## config.mk

```make
export PLATFORM = sky130hd
export DESIGN_NAME = mem_stage_ctrl
export DESIGN_NICKNAME = d
export VERILOG_FILES = /design/src/rtl/mem_stage_ctrl.sv
export SDC_FILE = /design/constraint.sdc
export NUM_CORES = 1
export LEC_CHECK = 0
export ABC_CLOCK_PERIOD_IN_PS = 3650
export BUFFER_PORTS_ARGS = -buffer_cell sky130_fd_sc_hd__buf_2
export CAP_MARGIN = 20
export CORE_UTILIZATION = 45
export CTS_CLUSTER_SIZE = 12
export DETAILED_ROUTE_END_ITERATION = 16
export HOLD_SLACK_MARGIN = 0.08
export PLACE_DENSITY = 0.73
export SLEW_MARGIN = 20
export SYNTH_ARGS = -nofsm -noshare
export SYNTH_HDL_FRONTEND = slang
export SYNTH_SLANG_ARGS = --single-unit
export TNS_END_PERCENT = 10
```

## constraint.sdc

```tcl
create_clock -name CLK -period 3.65 [get_ports CLK]
set_clock_uncertainty 0.2 [all_clocks]
set_input_delay 0.365 -clock CLK [delete_from_list [all_inputs] [get_ports CLK]]
set_output_delay 0.365 -clock CLK [all_outputs]
set_load 0.02 [all_outputs]
```

## src/rtl/mem_stage_ctrl.sv

```systemverilog
// Memory stage of the 16-bit core: forwards ALU/PC+2 results to writeback or
// performs a handshaked load/store, stalling the EX/MEM register meanwhile.
module mem_stage_ctrl #(
  parameter int DATA_W  = 16,
  parameter int RD_W    = 3,
  parameter int TIMEOUT = 15
) (
  input  logic              CLK,
  input  logic              Reset,
  input  logic              IRegWrite,
  input  logic              IMemWrite,
  input  logic              IMemRead,
  input  logic [1:0]        IRegStore,
  input  logic [DATA_W-1:0] IPCP2,
  input  logic [DATA_W-1:0] IALUResult,
  input  logic [DATA_W-1:0] I3rdArg,
  input  logic [RD_W-1:0]   IRd,
  output logic              Stall,
  output logic              MemReq,
  output logic              MemWe,
  output logic [DATA_W-1:0] MemAddr,
  output logic [DATA_W-1:0] MemWData,
  input  logic [DATA_W-1:0] MemRData,
  input  logic              MemReady,
  output logic              WBRegWrite,
  output logic [RD_W-1:0]   WBRd,
  output logic [DATA_W-1:0] WBData,
  output logic              MemErr
);

  typedef enum logic {IDLE, ACCESS} state_t;

  localparam logic [7:0] CNT_LAST = 8'(TIMEOUT - 1);

  state_t              state_reg, state_next;
  logic [7:0]          cnt_reg, cnt_next;
  logic [DATA_W-1:0]   addr_reg, addr_next;
  logic [DATA_W-1:0]   wdata_reg, wdata_next;
  logic [DATA_W-1:0]   pcp2_reg, pcp2_next;
  logic [RD_W-1:0]     rd_reg, rd_next;
  logic                regwrite_reg, regwrite_next;
  logic [1:0]          regstore_reg, regstore_next;
  logic                we_reg, we_next;
  logic                wb_regwrite_reg, wb_regwrite_next;
  logic [RD_W-1:0]     wb_rd_reg, wb_rd_next;
  logic [DATA_W-1:0]   wb_data_reg, wb_data_next;
  logic                err_reg, err_next;

  // Source 01 selects memory data, which is only available on a completed load.
  function automatic logic [DATA_W-1:0] sel(input logic [1:0] src,
                                            input logic [DATA_W-1:0] alu,
                                            input logic [DATA_W-1:0] pcp2);
    case (src)
      2'b01:   sel = '0;
      2'b10:   sel = pcp2;
      default: sel = alu;
    endcase
  endfunction

  always_ff @(posedge CLK) begin
    if (Reset) begin
      state_reg       <= IDLE;
      cnt_reg         <= '0;
      addr_reg        <= '0;
      wdata_reg       <= '0;
      pcp2_reg        <= '0;
      rd_reg          <= '0;
      regwrite_reg    <= 1'b0;
      regstore_reg    <= '0;
      we_reg          <= 1'b0;
      wb_regwrite_reg <= 1'b0;
      wb_rd_reg       <= '0;
      wb_data_reg     <= '0;
      err_reg         <= 1'b0;
    end else begin
      state_reg       <= state_next;
      cnt_reg         <= cnt_next;
      addr_reg        <= addr_next;
      wdata_reg       <= wdata_next;
      pcp2_reg        <= pcp2_next;
      rd_reg          <= rd_next;
      regwrite_reg    <= regwrite_next;
      regstore_reg    <= regstore_next;
      we_reg          <= we_next;
      wb_regwrite_reg <= wb_regwrite_next;
      wb_rd_reg       <= wb_rd_next;
      wb_data_reg     <= wb_data_next;
      err_reg         <= err_next;
    end
  end

  always_comb begin
    state_next       = state_reg;
    cnt_next         = cnt_reg;
    addr_next        = addr_reg;
    wdata_next       = wdata_reg;
    pcp2_next        = pcp2_reg;
    rd_next          = rd_reg;
    regwrite_next    = regwrite_reg;
    regstore_next    = regstore_reg;
    we_next          = we_reg;
    wb_regwrite_next = wb_regwrite_reg;
    wb_rd_next       = wb_rd_reg;
    wb_data_next     = wb_data_reg;
    err_next         = err_reg;
    Stall            = 1'b0;
    MemReq           = 1'b0;

    case (state_reg)
      IDLE: begin
        if (IMemRead || IMemWrite) begin
          Stall            = 1'b1;
          addr_next        = IALUResult;
          wdata_next       = I3rdArg;
          pcp2_next        = IPCP2;
          rd_next          = IRd;
          regwrite_next    = IRegWrite;
          regstore_next    = IRegStore;
          we_next          = IMemWrite;
          cnt_next         = '0;
          wb_regwrite_next = 1'b0;
          state_next       = ACCESS;
        end else begin
          wb_regwrite_next = IRegWrite;
          wb_rd_next       = IRd;
          wb_data_next     = sel(IRegStore, IALUResult, IPCP2);
        end
      end
      ACCESS: begin
        MemReq = 1'b1;
        if (MemReady) begin
          state_next       = IDLE;
          wb_regwrite_next = regwrite_reg;
          wb_rd_next       = rd_reg;
          wb_data_next     = (!we_reg && regstore_reg == 2'b01) ? MemRData
                                                                : sel(regstore_reg, addr_reg, pcp2_reg);
        end else if (cnt_reg == CNT_LAST) begin
          // Abort releases the pipeline; the instruction is dropped.
          state_next       = IDLE;
          err_next         = 1'b1;
          wb_regwrite_next = 1'b0;
        end else begin
          Stall            = 1'b1;
          cnt_next         = cnt_reg + 8'd1;
          wb_regwrite_next = 1'b0;
        end
      end
      default: state_next = IDLE;
    endcase
  end

  assign MemWe      = we_reg;
  assign MemAddr    = addr_reg;
  assign MemWData   = wdata_reg;
  assign WBRegWrite = wb_regwrite_reg;
  assign WBRd       = wb_rd_reg;
  assign WBData     = wb_data_reg;
  assign MemErr     = err_reg;

endmodule

```

==> results of run 1 <==
## layer usage
layer  vias to the layer above  wire length [µm]  global-route usage, %
met4                         0               437                   13.8
met2                       198              5260                   44.1
met3                        40               828                   5.28
li1                       1981                 -                      -
met1                      1874              5020                   33.6
met5                         -                 0                      0
## cells in the mapped netlist (2+ instances only)
| cell type | instances |
|---|---|
| sky130_fd_sc_hd__buf_2 | 15 |
| sky130_fd_sc_hd__nand4_1 | 2 |
| sky130_fd_sc_hd__inv_1 | 4 |
| sky130_fd_sc_hd__dfxtp_1 | 85 |
| sky130_fd_sc_hd__a22oi_1 | 16 |
| sky130_fd_sc_hd__a31oi_1 | 2 |
| sky130_fd_sc_hd__xnor2_1 | 2 |
| sky130_fd_sc_hd__a21oi_1 | 58 |
| sky130_fd_sc_hd__nor2_1 | 44 |
| sky130_fd_sc_hd__nand2_1 | 162 |
| sky130_fd_sc_hd__o221ai_1 | 16 |
| sky130_fd_sc_hd__nand2b_1 | 3 |
| sky130_fd_sc_hd__ha_1 | 5 |
| sky130_fd_sc_hd__clkbuf_1 | 22 |
| sky130_fd_sc_hd__nand3_1 | 3 |
| sky130_fd_sc_hd__xor2_1 | 2 |
| sky130_fd_sc_hd__mux2i_1 | 4 |
| sky130_fd_sc_hd__a311oi_1 | 16 |
| sky130_fd_sc_hd__a211oi_1 | 4 |
## worst max-delay path by stage
stage               from     to  slack, ns  cells past startpoint
5_1_grt        state_reg  Stall       0.76                      4
4_1_cts        state_reg  Stall       0.88                      4
3_5_place_dp   state_reg  Stall       1.27                      4
3_3_place_gp   state_reg  Stall       1.33                      4
2_1_floorplan  state_reg  Stall       1.81                      4
6_report       state_reg  Stall       0.87                      4
## logic make-up after synthesis
| logic type | share of synthesized area [%] |
|---|---|
| simple gates | 24.4 |
| compound gates | 21.1 |
| flops | 45.7 |
| buf+inv | 5.14 |
| fa+ha+maj | 1.68 |
| xor+xnor | 0.940 |
| mux | 1.07 |
## worst min-delay path, delay by kind of cell
family        cells  cell delay [ns]
buf+inv           1             0.17
simple gates      1             0.07
mux               1             0.09
## placed cells by master, fill, tap and decap left out, types with 2 or more instances in the layout
| cell type | instances |
|---|---|
| sky130_fd_sc_hd__a211oi_1 | 4 |
| sky130_fd_sc_hd__a21oi_1 | 58 |
| sky130_fd_sc_hd__a22oi_1 | 16 |
| sky130_fd_sc_hd__a311oi_1 | 16 |
| sky130_fd_sc_hd__a31oi_1 | 2 |
| sky130_fd_sc_hd__buf_2 | 130 |
| sky130_fd_sc_hd__buf_4 | 6 |
| sky130_fd_sc_hd__bufinv_16 | 3 |
| sky130_fd_sc_hd__clkbuf_1 | 2 |
| sky130_fd_sc_hd__clkbuf_8 | 10 |
| sky130_fd_sc_hd__dfxtp_1 | 85 |
| sky130_fd_sc_hd__dlygate4sd3_1 | 54 |
| sky130_fd_sc_hd__ha_1 | 5 |
| sky130_fd_sc_hd__inv_1 | 4 |
| sky130_fd_sc_hd__mux2i_1 | 4 |
| sky130_fd_sc_hd__nand2_1 | 162 |
| sky130_fd_sc_hd__nand2b_1 | 2 |
| sky130_fd_sc_hd__nand3_1 | 3 |
| sky130_fd_sc_hd__nand4_1 | 2 |
| sky130_fd_sc_hd__nor2_1 | 44 |
| sky130_fd_sc_hd__o221ai_1 | 16 |
| sky130_fd_sc_hd__xnor2_1 | 2 |
| sky130_fd_sc_hd__xor2_1 | 2 |
## through the flow
| step | instances | hold WS [ns] |
|---|---|---|
| global placement | 683 | 0.240 |
| floorplan | 484 | 0.236 |
| CTS | 753 | 0.180 |
| finish | 753 | 0.187 |
| global route | 753 | 0.211 |
| detailed placement | 683 | 0.248 |
## cell type report
type	count	area [µm²]
repair buffers	190	1240
multi-input cells	356	1860
inverters	4	15.0
clock buffers	12	145
well taps	102	128
clock inverters	4	95.1
fillers	697	2670
flip-flops and latches	85	1700
## report_power, final
group          internal, mW  total [mW]  switching (mW)
logic                 0.187       0.484           0.296
registers             0.995        1.04          0.0439
clock network         0.473       0.805           0.331
==> results.txt, run 1 <==
The die outline height is about 93 µm. The DRC violation total after the first TritonRoute iteration came out at around 270. The final cell area excluding filler cells came out at between 5000 and 6000 µm². The share of Yosys cell area claimed by the top area cell type is 45.7%. CTS saw 85 sinks. The combined buffer and inverter count along the critical path is 2. The worst hold path belongs to the class input pin to flip-flop. The overall power came out at between 2 and 2.5 mW.

The endpoint required time on the critical path is 3.08 ns. The most used flip-flop cell after synthesis is sky130_fd_sc_hd__dfxtp_1. The first-pass GRT wire length is ~18000 µm. Setup repair after global routing left no endpoint under its margin. The final number of setup-violating endpoints is 0.

The clock buffer count from CTS is 9. The largest single stage delay on the critical path is 0.77 ns. The number of nets in the synthesized netlist is about 560. The number of global-route vias before repair came out at about 3800. The shortest period the worst path allows came out at 2.78 ns. The quantity of hold-fixing buffers added after cts came out at between 50 and 60.

The routed via count divided by cell count is around 5.4. The placed wire-length estimate came out at 6810 µm. The routed wire length is roughly 12000 µm. For the worst setup path, the data arrival time is around 2.2 ns. The row count is 32. Clock-pin slew was measured on the worst setup and hold paths at 0.07 ns.

In the routed design, unresolved DRC markers number 0. The number of maximum-capacitance violations is 0. Entering global routing, the biggest net connects 58 pins. The kind of cell with the highest combined delay along the critical path is flip-flops. Yosys printed 0 warnings. The share of layout cells above drive strength 1 came out at between 20 and 25%. Traced cell by cell, the critical path runs through o21bai_4, buf_4, nand2_1, buf_2. The startpoint kind of the worst setup timing path is a flip-flop. The biggest area contributor in the post-synthesis netlist is sky130_fd_sc_hd__dfxtp_1.

The share of synthesized registers carrying an async set or reset is 0%. The root cell of the clock tree is sky130_fd_sc_hd__clkbuf_8. The initial core utilization is ~47%. The final-report hold violation count is 0.

The floorplan step set the die width to ~93 µm. In this run the power density over the cells is between 400 and 500 nW/µm². The endpoint type of the worst setup path is an output port. The class of the most critical setup path is flip-flop to output port. The floorplan step defined a die boundary enclosing between 8000 and 9000 µm². The setup TNS is 0 ns.

In this run the most critical hold path is launched from IMemWrite. In this run the critical register-to-register path is launched from state_reg. The number of enable flip-flop cells after synthesis came out at 0. The first TritonRoute pass finished after 5 iterations.

The buffers inserted during post-CTS setup optimization came out at 0. The number of nets in the layout is roughly 730. The worst-case setup margin in the final layout came out at slightly below 0.9 ns. The maximum frequency from static timing analysis came out at 359 MHz.

The standby leakage power came out at 2.29 nW. The buffer depth of the longest clock path came out at 2. The post-synthesis cell count is ~480. The worst hold endpoint is MemWe. The run finished with clean final reports.

The cell area after placement is 4400 µm². The largest voltage drop on the vdd net came out at about 0.00026 V. The synthesized design contains between 80 and 90 register bits. The number of pins with negative max-slew slack in the final report is 0. The routed layout has 4093 vias. The worst slack after detailed placement came out at between 1 and 1.5 ns. The standard cell with the maximum stage delay on the critical path is sky130_fd_sc_hd__dfxtp_1.

The logic depth of the worst register-to-register path came out at 4. The maximum fanout encountered on the critical timing path is 57. A synthesized cell averages 7.70 µm². The share of the core filled with cells came out at about two thirds.

TritonCTS built the clock tree. The placer congestion estimate is around 0.8. The number of cells on the worst hold path is 3. In this run the register-to-register setup slack is 1.28 ns.

The post-CTS resize count is 0. The post-synthesis instance area is between 3000 and 4000 µm². In this run the tightest slew margin relative to its limit is about two fifths. Clock latency on the worst-skew pair, taken at its later pin, is 0.36 ns. During I/O placement, the number of pins put on the boundary was 131. The endpoint of the lowest-slack register-to-register path is MemAddr[2]. During placement, the flow inserted port buffers numbering 130.

The number of diodes is 0. The initial antenna violation count is 0. Global routing used 27.0% of the available tracks.

The average wire per standard cell came out at between 15 and 20 µm. After synthesis, flip-flops and latches occupy a little under half of the total area. By area the synthesized netlist is led by sky130_fd_sc_hd__dfxtp_1, sky130_fd_sc_hd__nand2_1, sky130_fd_sc_hd__a21oi_1. The area growth from synthesis to layout came out at 39.1%. The count of nets left with antenna violations once routing finished came out at 0. The total overflow left after global routing is 0.

The worst path uses 76.3% of the clock period. The transition time at the pin with the least slew margin is around 0.90 ns. The count of H-tree levels built during CTS came out at 3. The synthesized netlist contains 38 unique library cells. The area of the core came out at a little under 8000 µm².
No activity file was read; power rests on OpenSTA's default activity.
==> run 2, diff against run 1 <==
--- a/config.mk
+++ b/config.mk
@@ -5,7 +5,7 @@
 export SDC_FILE = /design/constraint.sdc
 export NUM_CORES = 1
 export LEC_CHECK = 0
-export ABC_CLOCK_PERIOD_IN_PS = 3650
+export ABC_CLOCK_PERIOD_IN_PS = 2700
 export BUFFER_PORTS_ARGS = -buffer_cell sky130_fd_sc_hd__buf_2
 export CAP_MARGIN = 20
 export CORE_UTILIZATION = 45
==> constraint.sdc (replaced) <==
create_clock -name CLK -period 2.7 [get_ports CLK]
set_clock_uncertainty 0.2 [all_clocks]
set_input_delay 0.27 -clock CLK [delete_from_list [all_inputs] [get_ports CLK]]
set_output_delay 0.27 -clock CLK [all_outputs]
set_load 0.02 [all_outputs]
==> results.txt, run 2 (synthesis gave the netlist of run 1 again) <==
The global router's overall resource usage was 26.2% (-0.78 points). The flow ran to the end, and the final reports show no timing, DRC or antenna violations. The first-pass GRT wire length came out at 18000 µm (-1.5%).

The maximum number of pins on one net before global-route repair came out at 51 (-12%). The DRC violation total after the first TritonRoute iteration came out at 364 (+37%). The number of maximum-capacitance violations came to 0 (unchanged). The die outline height came out at 93.0 µm (unchanged).

The post-CTS resize count is 0 (unchanged). The number of detailed-route iterations in the first pass is 5 (unchanged). The number of global-route vias before repair was 3829 (-0.29%).

The clock transition at the registers of the reported paths is 0.08 ns (about the same). The root cell of the clock tree is sky130_fd_sc_hd__clkbuf_8. The number of diodes came out at 0 (unchanged). The endpoint type of the worst setup path is an output port. The combined buffer and inverter count along the critical path came out at 2 (unchanged). The post-route DRC violation count came out at 0 (unchanged). The standby leakage power is 2.32 nW (+1.2%). Traced cell by cell, the critical path runs through inv_1, ha_1, and3_1, a21bo_2, nand2_1, buf_2. The final worst hold slack came out at 0.116 ns (-0.0711 ns). The clock buffer count from CTS is 9 (unchanged). The worst hold endpoint is WBData[0].

The share of layout cells above drive strength 1 is 24.5% (+0.39 points). The initial core utilization is 47.5% (unchanged). In this run the worst hold path is classified as input pin to flip-flop. The area of the core is 7850 µm² (unchanged).

The wire length on met2 is 5080 µm (-3.4%). The row count is 32 (unchanged). The count of H-tree levels built during CTS came out at 3 (unchanged). The delay of the slowest critical-path stage came to 0.41 ns (-0.36 ns). The buffers inserted during post-CTS setup optimization came out at 0 (unchanged).

The length of routed met3 wiring is 907 µm (+9.5%). The standard cell with the maximum stage delay on the critical path is sky130_fd_sc_hd__dfxtp_1. The maximum fanout encountered on the critical timing path is 8 (-86%).

The worst endpoint data arrival time is 1.79 ns (-0.43 ns). The area growth from synthesis to layout came out at 40.3%. The total congestion overflow is 0 (unchanged). The setup slack of the worst register-to-register path came out at 0.53 ns (-0.75 ns).

In this run the top signal layer used is met4. The number of cells on the worst hold path is 3 (unchanged). The setup TNS came to 0 ns (unchanged). In this design, the largest share of critical-path delay is due to flip-flops. The floorplan die area came out at 8650 µm² (unchanged). The remaining max-slew budget at the tightest pin is 57.3% (+17 points). The worst slack after detailed placement came out at 0.588 ns (-0.685 ns). The shortest period the worst path allows came out at about 2.3 ns. The endpoint of the lowest-slack register-to-register path is MemAddr[8]. The number of pins with negative max-slew slack in the final report came out at 0 (unchanged).

The clock latency on the worst-skew pair is 0.35 ns (about the same). In the layout the commonest cells are sky130_fd_sc_hd__nand2_1, sky130_fd_sc_hd__buf_2, sky130_fd_sc_hd__dfxtp_1. The top-level port count was 131 (unchanged). The total number of vias is 4081 (-0.29%). The final antenna-violating net count is 0 (unchanged).

The horizontal die dimension came to 93.0 µm (unchanged). The largest voltage drop on the vdd net came out at 0.000357 V (+37%). The leading cell type in the layout, fill and taps excluded is sky130_fd_sc_hd__nand2_1.

In the finished design, the share of the clock period the worst path needs comes to ~84%. The startpoint identified for the worst hold timing path is MemRData[0]. The placed wire-length estimate is 7100 µm (+4.1%). The maximum frequency from static timing analysis came out at roughly 440 MHz. The number of sinks driven by the clock tree came out at 85 (unchanged). The met1 wire length is 4790 µm (-4.6%). The placer congestion estimate is 0.808 (-1.4%). The clock tree from TritonCTS is yes.

The worst-case setup margin in the final layout came out at 0.439 ns (-0.426 ns). The final number of setup-violating endpoints is 0 (unchanged). The total power per unit cell area is 600 nW/µm² (+34%).

The average wire per standard cell is 14.7 µm (-4.3%). The port buffer count is 130 (unchanged). The logic depth of the worst register-to-register path came to 5 (+1).

The class of the most critical setup path is flip-flop to output port. The buffer depth of the longest clock path is 2 (unchanged). The initial antenna violation count came out at 0 (unchanged). The worst setup path is launched from a flip-flop. The transition time at the pin with the least slew margin is 0.640 ns (-0.256 ns). Setup repair after global routing left no endpoint under its margin. The endpoint required time on the critical path is 2.23 ns (-0.85 ns).

The final-report hold violation count came out at 0 (unchanged). The routed via count divided by cell count is 5.38 (-1.1%). In this run the critical register-to-register path is launched from state_reg.

The routed wire length was 11100 µm (-3.5%). The number of nets in the layout came to 732 (+0.83%).
[run 2: routing by layer]
metal	vias to the layer above	GRT usage (%)
li1	1993	-
met1	1851	33.7
met2	204	42.0
met3	33	5.53
met4	0	11.7
met5	-	0
[run 2: worst reg2reg max path, delay by kind of cell (launching register included)]
| family | cells | cell delay [ns] |
|---|---|---|
| and+or+nand+nor | 1 | 0.14 |
| buffers and inverters | 2 | 0.79 |
| DFF | 1 | 0.48 |
| AOI/OAI and AO/OA | 2 | 0.48 |
[run 2: worst max path at each step]
| stage | from | end | cells after the start |
|---|---|---|---|
| after floorplan | cnt_reg[0] | cnt_reg[3] | 6 |
| after global placement | state_reg | cnt_reg[7] | 5 |
| after detailed placement | state_reg | cnt_reg[7] | 5 |
| after CTS | cnt_reg[0] | Stall | 6 |
| after global routing | IRegStore[0] | WBData[7] | 8 |
| final | cnt_reg[0] | Stall | 6 |
[run 2: area by class of cell]
type	count	area [µm²]
Clock buffer	12	145
Tap cell	102	128
Sequential cell	85	1700
Clock inverter	4	95.1
Timing Repair Buffer	196	1280
Inverter	4	15.0
Fill cell	683	2620
Multi-Input combinational cell	356	1860
[run 2: timing repair]
action	CTS	global route
hold buffers	55	0
setup endpoints to repair	0	0
hold endpoints to repair	57	0
[run 2: power by group]
group          leakage (nW)  total [mW]  internal [mW]  switching [mW]
sequential            0.700        1.40           1.35          0.0548
combinational          1.50       0.662          0.261           0.401
clock                 0.121        1.08          0.639           0.436
total                  2.32        3.14           2.25           0.892
[run 2: stage by stage]
| step | total power, mW | util [%] | area [µm²] | std cells |
|---|---|---|---|---|
| final | 3.14 | 66.6 | 5230 | 759 |
| after global routing | 3.28 | 66.6 | 5230 | 759 |
| after CTS | 3.15 | 66.6 | 5230 | 759 |
| after detailed placement | 2.02 | 56.5 | 4440 | 688 |
| after global placement | 2.01 | 56.5 | 4440 | 688 |
| after floorplan | 1.80 | - | 3730 | 484 |
==> run 3, diff against run 2 <==
--- a/config.mk
+++ b/config.mk
@@ -5,14 +5,15 @@
 export SDC_FILE = /design/constraint.sdc
 export NUM_CORES = 1
 export LEC_CHECK = 0
-export ABC_CLOCK_PERIOD_IN_PS = 2700
+export ABC_AREA = 1
+export ABC_CLOCK_PERIOD_IN_PS = 2100
 export BUFFER_PORTS_ARGS = -buffer_cell sky130_fd_sc_hd__buf_2
 export CAP_MARGIN = 20
 export CORE_UTILIZATION = 45
 export CTS_CLUSTER_SIZE = 12
 export DETAILED_ROUTE_END_ITERATION = 16
 export HOLD_SLACK_MARGIN = 0.08
-export PLACE_DENSITY = 0.73
+export PLACE_DENSITY = 0.72
 export SLEW_MARGIN = 20
 export SYNTH_ARGS = -nofsm -noshare
 export SYNTH_HDL_FRONTEND = slang
==> constraint.sdc (replaced) <==
create_clock -name CLK -period 2.1 [get_ports CLK]
set_clock_uncertainty 0.2 [all_clocks]
set_input_delay 0.21 -clock CLK [delete_from_list [all_inputs] [get_ports CLK]]
set_output_delay 0.21 -clock CLK [all_outputs]
set_load 0.02 [all_outputs]
==> results.txt, run 3 <==
The row count is 34 (+6.3%). The transition time at the pin with the least slew margin came out at 0.662 ns (+0.0217 ns). The final cell area excluding filler cells came out at 5720 µm² (+9.4%). The register bit count reported by yosys is 85 (unchanged). The delay of the slowest critical-path stage is 0.35 ns (-0.06 ns). The class of the most critical setup path is flip-flop to output port.

The count of unique library cells instantiated by Yosys came out at 29 (-24%). The number of sinks driven by the clock tree is 85 (unchanged). The number of cells on the worst hold path is 4 (+1). The launch point of the worst hold path is MemReady. The root cell of the clock tree is sky130_fd_sc_hd__clkbuf_8. The endpoint type of the worst setup path is an output port. The share of synthesized registers carrying an async set or reset came out at 0% (unchanged). TritonCTS built the clock tree.

The remaining max-slew budget at the tightest pin came out at 55.9% (-1.4 points). The global router's overall resource usage is 26.9% (+0.77 points). The signal on the critical path passes through inv_1, ha_1, nand3_2, o21ai_2, nand2_4, buf_2. Ranked by instance count, the synthesized netlist is headed by sky130_fd_sc_hd__nor2_1, sky130_fd_sc_hd__nand2_1, sky130_fd_sc_hd__dfxtp_1, sky130_fd_sc_hd__o21ai_0, sky130_fd_sc_hd__nand3_1. The first-pass GRT wire length came out at 20700 µm (+15%).

The total congestion overflow came out at 0 (unchanged). The worst endpoint data arrival time is 1.60 ns (-0.19 ns). The top cell types in the final layout, fill and taps aside, are sky130_fd_sc_hd__buf_2, sky130_fd_sc_hd__nor2_1, sky130_fd_sc_hd__nand2_1. The final-report hold violation count came out at 0 (unchanged). The number of pins with negative max-slew slack in the final report came out at 0 (unchanged). The maximum fanout encountered on the critical timing path was 11 (+3). STA classifies the critical path startpoint as a flip-flop. The clock period could shrink to around 2.0 ns.

The share of layout cells above drive strength 1 is 25.1% (+0.56 points). In this design, the largest share of critical-path delay is due to flip-flops. The post-synthesis instance area is 4090 µm² (+9.6%).

The top-level port count is 131 (unchanged). The worst hold path belongs to the class input pin to flip-flop. The largest total area in the synthesized netlist belongs to sky130_fd_sc_hd__dfxtp_1. The clock buffer count from CTS is 9 (unchanged). The count of H-tree levels built during CTS came to 3 (unchanged). The logic depth of the worst register-to-register path is 5 (unchanged). The buffer depth of the longest clock path is 2 (unchanged). The standard cell with the maximum stage delay on the critical path is sky130_fd_sc_hd__dfxtp_1. The average wire per standard cell is 14.4 µm (-1.6%). The filler cell count is 725 (+6.1%). The total of warnings raised by yosys came out at 0 (unchanged). The total power per unit cell area came out at 779 nW/µm² (+30%). Setup repair after global routing could not meet its margin everywhere. The cell area after placement is 4720 µm² (+6.5%). The total number of vias came to 4598 (+13%).

The number of nets in the layout is 837 (+14%). The sequential element share of the synthesized area came out at 41.7% (-4.0 points). The worst register-to-register path ends at WBRegWrite. The placed wire-length estimate came out at 7820 µm (+10%).

The number of enable flip-flop cells after synthesis came out at 0 (unchanged). In the post-synthesis netlist, the biggest area contributors are sky130_fd_sc_hd__dfxtp_1, sky130_fd_sc_hd__nor2_1, sky130_fd_sc_hd__nand2_1. The leading cell type in the layout, fill and taps excluded is sky130_fd_sc_hd__buf_2. The clock latency on the worst-skew pair came to 0.35 ns (about the same). The worst hold endpoint is MemErr. The post-synthesis net count was 650 (+15%). The post-synthesis cell count is 570 (+18%). The setup slack of the worst register-to-register path came to 0.10 ns (-0.43 ns).

The startpoint identified for the worst register-to-register timing path is state_reg. The share of Yosys cell area claimed by the top area cell type was 41.7% (-4.0 points). The DRC violation total after the first TritonRoute iteration came out at 347 (-4.7%). The maximum number of pins on one net before global-route repair is 52 (+2.0%). The die outline height came out at 97.3 µm (+4.6%). The mean cell area of the mapped netlist came out at 7.17 µm² (-6.9%). The final antenna-violating net count came out at 0 (unchanged). The area of the core is 8760 µm² (+12%). The number of maximum-capacitance violations was 0 (unchanged). The post-route clock period utilization came out at a little over nine tenths. The placer congestion estimate came to 0.842 (+4.1%). The standby leakage power is 2.65 nW (+14%). The number of diodes is 0 (unchanged). The floorplan die area came out at 9460 µm² (+9.4%). The combined buffer and inverter count along the critical path is 2 (unchanged).

The post-route DRC violation count is 0 (unchanged). The run finished with clean final reports. The clock transition at the registers of the reported paths is 0.08 ns (about the same). The most used flip-flop cell after synthesis is sky130_fd_sc_hd__dfxtp_1.

The endpoint required time on the critical path came out at 1.69 ns (-0.54 ns). The routed wire length came out at 12600 µm (+13%). The routed via count divided by cell count is 5.29 (-1.7%).

The maximum frequency from static timing analysis came out at 498 MHz. The port buffer count came out at 130 (unchanged). The final number of setup-violating endpoints came to 0 (unchanged). The buffers inserted during post-CTS setup optimization is 0 (unchanged).

The setup TNS is 0 ns (unchanged). The largest voltage drop on the vdd net came out at 0.000477 V (+34%). The horizontal die dimension came out at 97.3 µm (+4.6%). The number of detailed-route iterations in the first pass is 5 (unchanged). The area growth from synthesis to layout is 40.0%. The cell with the most instances after synthesis is sky130_fd_sc_hd__nor2_1. The number of global-route vias before repair is 4352 (+14%). The initial core utilization came out at 46.6% (-0.86 points). The initial antenna violation count was 0 (unchanged).
## run 3: cell count changes in the layout (fill, tap and decap cells not counted), sizes merged, moves of 15 or more
cell / change
dlygate4sd3: +17
a22oi: -16
a21oi: -24
o211ai: +15
nor2: +82
a311oi: -16
nand2: -60
o21ai: +80
o221ai: -16
nand3: +40
inv: +21
## run 3: metal layers
layer / global-route usage, % / vias to the layer above / wire [µm]
met5: 0 / - / 0
met4: 11.0 / 0 / 269
met3: 6.12 / 32 / 973
met2: 43.8 / 232 / 5890
met1: 34.6 / 2087 / 5420
li1: - / 2247 / -
## run 3: cell families after synthesis
logic type	Yosys count	synth area share, %
buf+inv	65	8.42
simple gates	274	28.5
flops	85	41.7
compound gates	141	19.9
fa+ha+maj	5	1.53
## run 3: worst reg2reg max path, stage by stage (launching register included)
cell,delay [ns]
sky130_fd_sc_hd__dfxtp_1,0.38
sky130_fd_sc_hd__buf_4,0.16
sky130_fd_sc_hd__buf_4,0.37
sky130_fd_sc_hd__nand3_1,0.15
sky130_fd_sc_hd__a21oi_1,0.16
sky130_fd_sc_hd__dlygate4sd3_1,0.55
## run 3: per-stage QoR
stage	hold slack [ns]	util (%)	total power [mW]	instances	setup WS (ns)
after global routing	0.117	65.2	4.68	870	0.0101
after global placement	0.228	53.9	2.87	782	0.234
final	0.0929	65.2	4.46	870	0.0939
after CTS	0.0883	65.1	4.46	870	0.0409
after floorplan	0.145	-	2.58	570	0.462
after detailed placement	0.241	53.9	2.89	782	0.147
## run 3: final cells by class
type	count	area, µm²	share of cell area (%)
timing repair buffer	215	1470	25.7
clock buffer	13	169	2.95
tap	108	135	2.36
clock inverter	3	90.1	1.58
multi-input combinational	420	2050	35.8
inverter	26	106	1.86
sequential	85	1700	29.8
## run 3: report_power, final
group | switching, mW | internal [mW]
combinational | 0.693 | 0.437
sequential | 0.0948 | 1.76
clock | 0.582 | 0.889
## run 3: timing repair
action	CTS	global route
hold endpoints to repair	81	0
hold buffers	72	0
pin swaps	0	0
gates resized for setup	1	4
endpoints found under the setup margin	1	6
## run 3: worst max-delay path by stage
stage	endpoint	slack (ns)	start	cells past startpoint
2_1_floorplan	WBData[5]	0.46	regstore_reg[0]	8
6_report	Stall	0.09	cnt_reg[0]	6
4_1_cts	Stall	0.04	cnt_reg[0]	6
3_3_place_gp	WBData[9]	0.23	regstore_reg[0]	9
3_5_place_dp	WBData[12]	0.15	regstore_reg[0]	9
5_1_grt	WBRegWrite	0.01	state_reg	5
